==> src/rtl/mem_ctrl_pkg.sv <==
// Shared constants and helpers for the memory request controller.
// MEM_WRITE_ACK_EN adds a write-ack flag bit to each response entry.
package mem_ctrl_pkg;

    localparam int A_SIZE_DEF = 10;
    localparam int D_SIZE_DEF = 32;

`ifdef MEM_WRITE_ACK_EN
    localparam int ACK_W = 1;
`else
    localparam int ACK_W = 0;
`endif

    // Response entry: data, plus an is_write flag on top when write acks exist
    localparam int RSP_W = D_SIZE_DEF + ACK_W;

    // Ceiling log2, used for FIFO pointer widths
    function automatic int clog2(input int value);
        int result;
        result = 0;
        for (int i = 0; i < 31; i++) begin
            if ((1 << i) < value) begin
                result = i + 1;
            end
        end
        return result;
    endfunction

endpackage

==> src/rtl/mem_req_ctrl_if.sv <==
// Request, response and memory-pin bundle of the memory request controller.
// master = requester/memory side, slave = controller.
interface mem_req_ctrl_if #(
    parameter int A_SIZE = mem_ctrl_pkg::A_SIZE_DEF,
    parameter int D_SIZE = mem_ctrl_pkg::D_SIZE_DEF
);
    logic              req_valid;
    logic              req_ready;
    logic              req_write;
    logic [A_SIZE-1:0] req_addr;
    logic [D_SIZE-1:0] req_wdata;
    logic              rsp_valid;
    logic              rsp_ready;
    logic [D_SIZE-1:0] rsp_data;
    logic              rsp_is_write;
    logic [A_SIZE-1:0] mem_address;
    logic [D_SIZE-1:0] mem_data_out;
    logic              mem_read;
    logic              mem_write;
    logic [D_SIZE-1:0] mem_data_in;

    modport master (
        output req_valid, req_write, req_addr, req_wdata, rsp_ready, mem_data_in,
        input  req_ready, rsp_valid, rsp_data, rsp_is_write,
        input  mem_address, mem_data_out, mem_read, mem_write
    );

    modport slave (
        input  req_valid, req_write, req_addr, req_wdata, rsp_ready, mem_data_in,
        output req_ready, rsp_valid, rsp_data, rsp_is_write,
        output mem_address, mem_data_out, mem_read, mem_write
    );
endinterface

==> src/rtl/mem_rsp_fifo.sv <==
// First-word-fall-through response FIFO. Only pointers and count are reset;
// storage keeps whatever it last held.
module mem_rsp_fifo
    import mem_ctrl_pkg::*;
#(
    parameter int WIDTH = 32,
    parameter int DEPTH = 4
) (
    input  logic                   clk,
    input  logic                   rst,
    input  logic                   push,
    input  logic [WIDTH-1:0]       push_data,
    input  logic                   pop,
    output logic [WIDTH-1:0]       head,
    output logic [clog2(DEPTH):0]  count,
    output logic                   full,
    output logic                   empty
);
    localparam int PW = clog2(DEPTH);
    localparam int CW = PW + 1;

    logic [WIDTH-1:0] storage [DEPTH];
    logic [PW-1:0]    wr_ptr;
    logic [PW-1:0]    rd_ptr;
    logic             do_push;
    logic             do_pop;

    assign empty   = (count == '0);
    assign full    = (count == CW'(DEPTH));
    assign do_pop  = pop && !empty;
    assign do_push = push && (!full || do_pop);
    assign head    = storage[rd_ptr];

    // Storage write; no reset so it maps onto plain distributed memory
    always_ff @(posedge clk) begin
        if (do_push) begin
            storage[wr_ptr] <= push_data;
        end
    end

    // Pointers wrap naturally because DEPTH is a power of two
    always_ff @(posedge clk or posedge rst) begin
        if (rst) begin
            wr_ptr <= '0;
            rd_ptr <= '0;
            count  <= '0;
        end else begin
            if (do_push) wr_ptr <= wr_ptr + 1'b1;
            if (do_pop)  rd_ptr <= rd_ptr + 1'b1;
            if (do_push && !do_pop)      count <= count + 1'b1;
            else if (do_pop && !do_push) count <= count - 1'b1;
        end
    end

endmodule

==> src/rtl/mem_req_ctrl.sv <==
// Request/response front-end for a single-port synchronous memory.
// Optional MEM_WRITE_ACK_EN: writes also return an ack response entry.
module mem_req_ctrl
    import mem_ctrl_pkg::*;
#(
    parameter int A_SIZE    = A_SIZE_DEF,
    parameter int D_SIZE    = D_SIZE_DEF,
    parameter int RSP_DEPTH = 4
) (
    input  logic         clk,
    input  logic         rst,
    mem_req_ctrl_if.slave bus
);
    localparam int PW = clog2(RSP_DEPTH);
    localparam int CW = PW + 1;
    localparam int W  = D_SIZE + ACK_W;

    logic              fire;
    logic              pend_set;
    logic              rd_pend;
    logic [CW-1:0]     count;
    logic [CW-1:0]     occupancy;
    logic              fifo_full;
    logic              fifo_empty;
    logic              push;
    logic              pop;
    logic [W-1:0]      push_data;
    logic [W-1:0]      head;
    logic [A_SIZE-1:0] addr;
    logic [D_SIZE-1:0] wdata;

    // Space is reserved for the entry still in flight; pops are not credited
    // so rsp_ready never reaches req_ready combinationally.
    assign occupancy     = count + CW'(rd_pend);
    assign bus.req_ready = !rst && (occupancy < CW'(RSP_DEPTH));
    assign fire          = bus.req_valid && bus.req_ready;

    assign addr             = bus.req_addr;
    assign wdata            = bus.req_wdata;
    assign bus.mem_address  = addr;
    assign bus.mem_data_out = wdata;
    assign bus.mem_read     = fire && !bus.req_write;
    assign bus.mem_write    = fire && bus.req_write;

`ifdef MEM_WRITE_ACK_EN
    logic              pend_is_write;
    logic [D_SIZE-1:0] pend_wdata;

    assign pend_set  = fire;
    assign push_data = pend_is_write ? {1'b1, pend_wdata} : {1'b0, bus.mem_data_in};

    // Remember what kind of entry the in-flight slot will become
    always_ff @(posedge clk or posedge rst) begin
        if (rst) begin
            pend_is_write <= 1'b0;
            pend_wdata    <= '0;
        end else if (fire) begin
            pend_is_write <= bus.req_write;
            pend_wdata    <= bus.req_wdata;
        end
    end

    assign bus.rsp_is_write = bus.rsp_valid && head[D_SIZE];
`else
    assign pend_set         = fire && !bus.req_write;
    assign push_data        = bus.mem_data_in;
    assign bus.rsp_is_write = 1'b0;
`endif

    // In-flight flag: memory output is valid exactly one edge after the fire
    always_ff @(posedge clk or posedge rst) begin
        if (rst) begin
            rd_pend <= 1'b0;
        end else begin
            rd_pend <= pend_set;
        end
    end

    // Occupancy accounting makes a full-FIFO push unreachable; the guard is defensive
    assign push = rd_pend && !(fifo_full && !pop);
    assign pop  = bus.rsp_valid && bus.rsp_ready;

    mem_rsp_fifo #(
        .WIDTH (W),
        .DEPTH (RSP_DEPTH)
    ) u_rsp_fifo (
        .clk       (clk),
        .rst       (rst),
        .push      (push),
        .push_data (push_data),
        .pop       (pop),
        .head      (head),
        .count     (count),
        .full      (fifo_full),
        .empty     (fifo_empty)
    );

    assign bus.rsp_valid = !fifo_empty;
    assign bus.rsp_data  = head[D_SIZE-1:0];

endmodule

==> src/flat_wrapper.sv <==
// flat-port wrapper written by rule: the top's interface ports become plain ports
module mem_req_ctrl_flat import mem_ctrl_pkg::*;
#(
    parameter int A_SIZE    = A_SIZE_DEF,
    parameter int D_SIZE    = D_SIZE_DEF,
    parameter int RSP_DEPTH = 4
)
  (clk, rst, bus_req_valid, bus_req_write, bus_req_addr, bus_req_wdata, bus_rsp_ready, bus_mem_data_in, bus_req_ready, bus_rsp_valid, bus_rsp_data, bus_rsp_is_write, bus_mem_address, bus_mem_data_out, bus_mem_read, bus_mem_write);
  mem_req_ctrl_if #(.A_SIZE(A_SIZE), .D_SIZE(D_SIZE)) bus_i ();
  input  logic clk;
  input  logic rst;
  input wire logic [$bits(bus_i.req_valid)-1:0] bus_req_valid;
  input wire logic [$bits(bus_i.req_write)-1:0] bus_req_write;
  input wire logic [$bits(bus_i.req_addr)-1:0] bus_req_addr;
  input wire logic [$bits(bus_i.req_wdata)-1:0] bus_req_wdata;
  input wire logic [$bits(bus_i.rsp_ready)-1:0] bus_rsp_ready;
  input wire logic [$bits(bus_i.mem_data_in)-1:0] bus_mem_data_in;
  output wire logic [$bits(bus_i.req_ready)-1:0] bus_req_ready;
  output wire logic [$bits(bus_i.rsp_valid)-1:0] bus_rsp_valid;
  output wire logic [$bits(bus_i.rsp_data)-1:0] bus_rsp_data;
  output wire logic [$bits(bus_i.rsp_is_write)-1:0] bus_rsp_is_write;
  output wire logic [$bits(bus_i.mem_address)-1:0] bus_mem_address;
  output wire logic [$bits(bus_i.mem_data_out)-1:0] bus_mem_data_out;
  output wire logic [$bits(bus_i.mem_read)-1:0] bus_mem_read;
  output wire logic [$bits(bus_i.mem_write)-1:0] bus_mem_write;
  assign bus_i.req_valid = bus_req_valid;
  assign bus_i.req_write = bus_req_write;
  assign bus_i.req_addr = bus_req_addr;
  assign bus_i.req_wdata = bus_req_wdata;
  assign bus_i.rsp_ready = bus_rsp_ready;
  assign bus_i.mem_data_in = bus_mem_data_in;
  assign bus_req_ready = bus_i.req_ready;
  assign bus_rsp_valid = bus_i.rsp_valid;
  assign bus_rsp_data = bus_i.rsp_data;
  assign bus_rsp_is_write = bus_i.rsp_is_write;
  assign bus_mem_address = bus_i.mem_address;
  assign bus_mem_data_out = bus_i.mem_data_out;
  assign bus_mem_read = bus_i.mem_read;
  assign bus_mem_write = bus_i.mem_write;
  mem_req_ctrl #(.A_SIZE(A_SIZE), .D_SIZE(D_SIZE), .RSP_DEPTH(RSP_DEPTH)) u_core (.clk(clk), .rst(rst), .bus(bus_i));
endmodule
==> config.mk <==
export PLATFORM = sky130hd
export DESIGN_NAME = mem_req_ctrl_flat
export DESIGN_NICKNAME = d
export VERILOG_FILES = /design/src/rtl/mem_ctrl_pkg.sv /design/src/rtl/mem_req_ctrl_if.sv /design/src/rtl/mem_rsp_fifo.sv /design/src/rtl/mem_req_ctrl.sv /design/src/flat_wrapper.sv
export SDC_FILE = /design/constraint.sdc
export NUM_CORES = 1
export LEC_CHECK = 0
export CAP_MARGIN = 15
export CORE_ASPECT_RATIO = 0.8
export CORE_MARGIN = 2
export CORE_UTILIZATION = 51
export CTS_CLUSTER_SIZE = 24
export DETAILED_ROUTE_END_ITERATION = 8
export GPL_ROUTABILITY_DRIVEN = 0
export PLACE_DENSITY = 0.9
export SLEW_MARGIN = 20
export SYNTH_ARGS = -nofsm -noshare
export SYNTH_HDL_FRONTEND = slang
export SYNTH_SLANG_ARGS = --single-unit
==> constraint.sdc <==
create_clock -name clk -period 6.1 [get_ports clk]
set_input_delay 0.61 -clock clk [delete_from_list [all_inputs] [get_ports clk]]
set_output_delay 0.61 -clock clk [all_outputs]
set_load 0.03 [all_outputs]
* Word-level counts from Yosys, hierarchy flattened
Memories as Yosys holds them, arrays and structs flattened.
Cells that the tools add are included.
** Cells by class
- $add $sub $neg :: 5
- $lt $le $gt $ge :: 1
- Equal/unequal tests :: 1
- Muxes and demuxes :: 4
- Reductions and logical operators :: 22
** Operator list (number)
- 1-bit logical AND :: 11
- 1-bit logical NOT :: 8
- 3-bit two-way mux :: 2
- 2-bit by 1-bit adder with 2-bit output, second input constant :: 2
- 3-bit by 1-bit adder with 3-bit output :: 1
- 3-bit by 1-bit adder with 3-bit output, second input constant :: 1
- 3-bit equality test, second input constant :: 1
- 3-bit logical NOT :: 1
- 3-bit less-than comparator, second input constant :: 1
- 3-bit by 1-bit subtractor with 3-bit output, second input constant :: 1
- 1-bit two-way mux :: 2
- 2-bit nonzero test :: 1
- 1-bit logical OR :: 1
** Word-level totals
- Flip-flop bits (word level) :: 8
- Memory bits (writable) :: 128
- Input port bits :: 79
- Output and inout bits :: 79
- Word-level logic and storage cells :: 38
- Memories kept :: 1
** Memory list
- u_core.u_rsp_fifo.storage :: depth 4, width 32, rd ports 1, clocked after Yosys merged registers in 0, write ports 1, RTL line mem_rsp_fifo.sv:22 : logic [WIDTH-1:0] storage [DEPTH];

* Logic depth before layout (Yosys ltp)
- Depth after elaboration :: 12
- Gate-level depth with buffers :: 8
- Mapped depth without buffers :: 8

* Cells and area by module
Synthesis repeated with hierarchy kept, for this count alone.
** Second synthesis, totals
- Cell total of the unflattened synthesis :: 260
- Area, all modules :: 5529.1 sq um
** By module, submodules not included
- mem_rsp_fifo :: times used 1, cells an instance 204, area an instance 5098.6 sq um, seq. area each 4018.9 sq um
- mem_req_ctrl :: times used 1, cells an instance 56, area an instance 430.4 sq um, seq. area each 25.0 sq um

* Worst setup path before layout
Ideal clock, no wire load.
- Path type :: flip-flop to output port
- From :: register u_core.u_rsp_fifo.count[1]
- To :: output port bus_mem_read
- Data arrival time :: 1.651 ns
- Data required time :: 5.490 ns
- Path slack :: 3.839 ns
- Cell stages (with the launch flop) :: 4
- Buffers on the path :: 0
- Cell sequence :: dfrtp_1 -> a31o_2 -> a21oi_1 -> and3b_1
** On the way
- Cells in the longest elaborated chain, start to end :: 5
** Ends and longest elaborated chain
- start: declaration :: RTL line mem_rsp_fifo.sv:15 : output logic [clog2(DEPTH):0] count,
- start signal: assignment :: RTL line mem_rsp_fifo.sv:50 : if (do_push && !do_pop) count <= count + 1'b1;
- start signal: assignment :: RTL line mem_rsp_fifo.sv:51 : else if (do_pop && !do_push) count <= count - 1'b1;
- 3-bit by 1-bit adder with 3-bit output :: RTL line mem_req_ctrl.sv:34 : assign occupancy = count + CW'(rd_pend);
- 3-bit less-than comparator :: RTL line mem_req_ctrl.sv:35 : assign bus.req_ready = !rst && (occupancy < CW'(RSP_DEPTH));
- 1-bit logical AND :: RTL line mem_req_ctrl.sv:35
- net bus_req_ready :: RTL line flat_wrapper.sv:18 : output wire logic [$bits(bus_i.req_ready)-1:0] bus_req_ready;
- 1-bit logical AND :: RTL line mem_req_ctrl.sv:36 : assign fire = bus.req_valid && bus.req_ready;
- 1-bit logical AND :: RTL line mem_req_ctrl.sv:42 : assign bus.mem_read = fire && !bus.req_write;
- end: declaration :: RTL line flat_wrapper.sv:24 : output wire logic [$bits(bus_i.mem_read)-1:0] bus_mem_read;
The timed path passes the listed nets, and every way through them passes these cells.

* Worst setup path after layout
- From :: register u_core.u_rsp_fifo.rd_ptr[0]
- To :: output port bus_rsp_data[5]
** On the way
- Cells in the longest elaborated chain, start to end :: 1
** Ends and longest elaborated chain
- start: declaration :: RTL line mem_rsp_fifo.sv:24 : logic [PW-1:0] rd_ptr;
- start signal: assignment :: RTL line mem_rsp_fifo.sv:49 : if (do_pop) rd_ptr <= rd_ptr + 1'b1;
- memory read 4 x 32 bit
- end: declaration :: RTL line flat_wrapper.sv:20 : output wire logic [$bits(bus_i.rsp_data)-1:0] bus_rsp_data;
No other way between the ends.

==> results.txt <==
Across the VDD grid, the largest voltage drop is 0.320 mV. The minimum period implied by the final worst setup slack is 3250 ps. In this run, synthesis produced a sequential element count of 136. In the routed design, unresolved DRC markers number 0. The number of different library cells used by synthesis comes to 26. The top cell types in the final layout, fill and taps aside, are sky130_fd_sc_hd__edfxtp_1, sky130_fd_sc_hd__clkdlybuf4s50_1, sky130_fd_sc_hd__mux4_2. The antenna diode count came out at 0. The number of global-route vias before repair came out at 2,587. The clock tree from TritonCTS is done.

The setup path with the least slack is of type reg -> out. The number of placement rows came out at 33. The CTS H-tree depth came out at 4. Synthesis produced a netlist with a net count of 338.

The clock arrives with 11.6 ps of skew. The number of setup buffers added after CTS came out at 0. The share of the cycle needed by the critical path after routing came out at 53.3%. The flow ran to the end, and the final reports show no timing, DRC or antenna violations.

The data required time at the worst endpoint is 5490 ps. The normalized max-slew margin is 40.1%. The final layout contains routed wiring with a total length of 8.91 mm. The top-level port count came out at 158. The final standard cell utilization of the core came out at 63.8%. The starting density of the core is 52.5%.

The area of the core is 10,300 um2. The average instance area after synthesis came out at 21.4 um2. The first detailed-routing pass ran for 4 iterations.

Setup repair after global routing left no endpoint under its margin. Dividing the detail-routed via count by the number of cells gives 5.27. The total power density per cell area came out at 479 nW/um2. The type of destination of the critical path is an output pin. The count of final setup violators is 0.

The clock root buffer is sky130_fd_sc_hd__clkbuf_16. The worst setup path is launched from a flop. The number of sinks handled by clock tree synthesis came out at 136. The number of max-slew violations in the final report came out at 0. The initial antenna violation count is 0.

The clock edge transition at the registers on the reported setup and hold paths came out at 60 ps. The worst register-to-register path begins at u_core.u_rsp_fifo.count[0]$_DFFE_PP0P_. The remaining number of nets flagged by the antenna check after routing came out at 0. The number of synthesis warnings came out at 0. The area enclosed by the die boundary came out at 11,500 um2. The per-cell routed wire length is 20.0 um.

The final-report hold violation count came out at 0. The overall track demand over capacity in global routing is 16.4%. For this block, the via count after detailed routing is 2,351.

The leakage power is 2.17 nW. The DRC violation total after the first TritonRoute iteration came out at 167. The register area share after synthesis came out at 74.6%.

The data arrival time at the worst-slack endpoint came out at 2640 ps. Counting flops with a built-in enable in the synthesized netlist gives 128. The total cell area at the placement stage came out at 5960 um2. The wire length of the first global-routing pass is 13.5 mm. The finished layout cell area came out at 6590 um2. The path class of the tightest hold or removal check is in -> async. At the later pin of the worst-skew pair, clock insertion delay measures 400 ps.

Leaving out fill and tap cells, the most frequent cell in the layout is sky130_fd_sc_hd__edfxtp_1. The HPWL after detailed placement is 5.09 mm. The die outline height is 96.2 um. The pin count of the biggest net entering global routing came out at 34. The netlist area before placement came out at 5420 um2.

The synthesis-to-layout area growth came out at 21.4%. Across the run, the number of max-cap violations was 0. The upper clock frequency limit came out at 308 MHz. In the synthesized netlist the dominant register cell turns out to be sky130_fd_sc_hd__edfxtp_1. The transition time at the pin with the least slew margin came out at 899 ps. The number of buffers added on ports is 72. The share of synthesized flip-flops with an asynchronous set or reset came out at 5.88%. Summed over all layers, the global routing overflow is 0. In this run the register-to-register setup slack is 3780 ps. The hold buffer count at CTS came out at 0. Summed over all failing endpoints, the final setup total negative slack is 0 ps. Along the worst path, the maximum fanout reaches 27.

The share of layout cells above drive strength 1 is 24.5%. The net count of the finished layout is 379. Measured along the x axis, the die boundary spans 119 um. The number of buffers on the longest clock path is 2. The number of instances in the synthesized netlist is 253. In this run, post-CTS repair resized a total of 0 instances. The number of clock buffers inserted by TritonCTS came out at 17. The critical path starts at u_core.u_rsp_fifo.rd_ptr[0]$_DFFE_PP0P_.
critical path: stages, from the launching register on:
cell                              delay [ps]
sky130_fd_sc_hd__dfrtp_2                 500
sky130_fd_sc_hd__buf_4                   500
sky130_fd_sc_hd__mux4_2                  600
sky130_fd_sc_hd__clkdlybuf4s50_1         610
through the flow:
step	setup WS, ps	cells	power [mW]	hold slack (ps)
after global placement	3220	415	2.10	558
after floorplan	3840	253	1.85	426
after global routing	2670	446	3.27	550
after CTS	2770	446	3.19	504
after detailed placement	3220	415	2.12	571
final	2850	446	3.15	505
routing by layer:
metal	wire length [um]	global-route usage [%]	vias to the layer above
li1	-	-	1040
met1	3920	20.0	1214
met2	4460	27.6	78
met3	417	5.86	19
met4	108	5.98	0
met5	0	0	-
layout make-up:
class,instances,area (um2)
sequential,136,4050
clock inverter,13,195
inverter,5,18.8
timing repair buffer,73,728
clock buffer,18,429
multi-input combinational,61,992
fill,711,3740
tap,140,175
cells in the mapped netlist, drive strengths merged, types with 2 or more instances:
master / n / share of area [%]
inv: 5 / 0.35
and2: 4 / 0.55
xnor2: 5 / 0.81
mux2: 2 / 0.48
dfrtp: 8 / 3.7
mux4: 32 / 13
ha: 5 / 1.2
buf: 50 / 6.7
edfxtp: 128 / 71
worst paths after layout:
path                                                            to  cells after the start
max                                                bus_rsp_data[5]                      3
min                        u_core.u_rsp_fifo.rd_ptr[1]$_DFFE_PP0P_                      2
max reg2reg                 u_core.u_rsp_fifo.count[2]$_DFFE_PP0P_                      8
min reg2reg                u_core.u_rsp_fifo.wr_ptr[1]$_DFFE_PP0P_                      1
max in group asynchronous  u_core.u_rsp_fifo.rd_ptr[0]$_DFFE_PP0P_                      2
min in group clk           u_core.u_rsp_fifo.wr_ptr[1]$_DFFE_PP0P_                      1
state kept, by name, summed over array words and instances, names as in the netlist:
name,count
u_core.u_rsp_fifo.storage,128
u_core.u_rsp_fifo.count,3
u_core.u_rsp_fifo.rd_ptr,2
u_core.u_rsp_fifo.wr_ptr,2
u_core.rd_pend,1
kinds of logic after synthesis:
group | count (synthesis) | share of synthesized area [%]
flip-flops | 136 | 74.6
buffers and inverters | 56 | 7.15
multiplexers | 34 | 13.8
AND/OR/NAND/NOR | 11 | 1.31
adder cells (fa/ha/maj) | 6 | 1.52
XOR/XNOR | 6 | 0.969
AO/OA/AOI/OAI | 3 | 0.646
other | 1 | 0.0691
where the power goes:
part	internal, mW	switching [mW]
clock network	0.687	0.381
registers	1.08	0.0920
logic	0.452	0.457
Note: power is estimated with default switching activity, not from simulation.
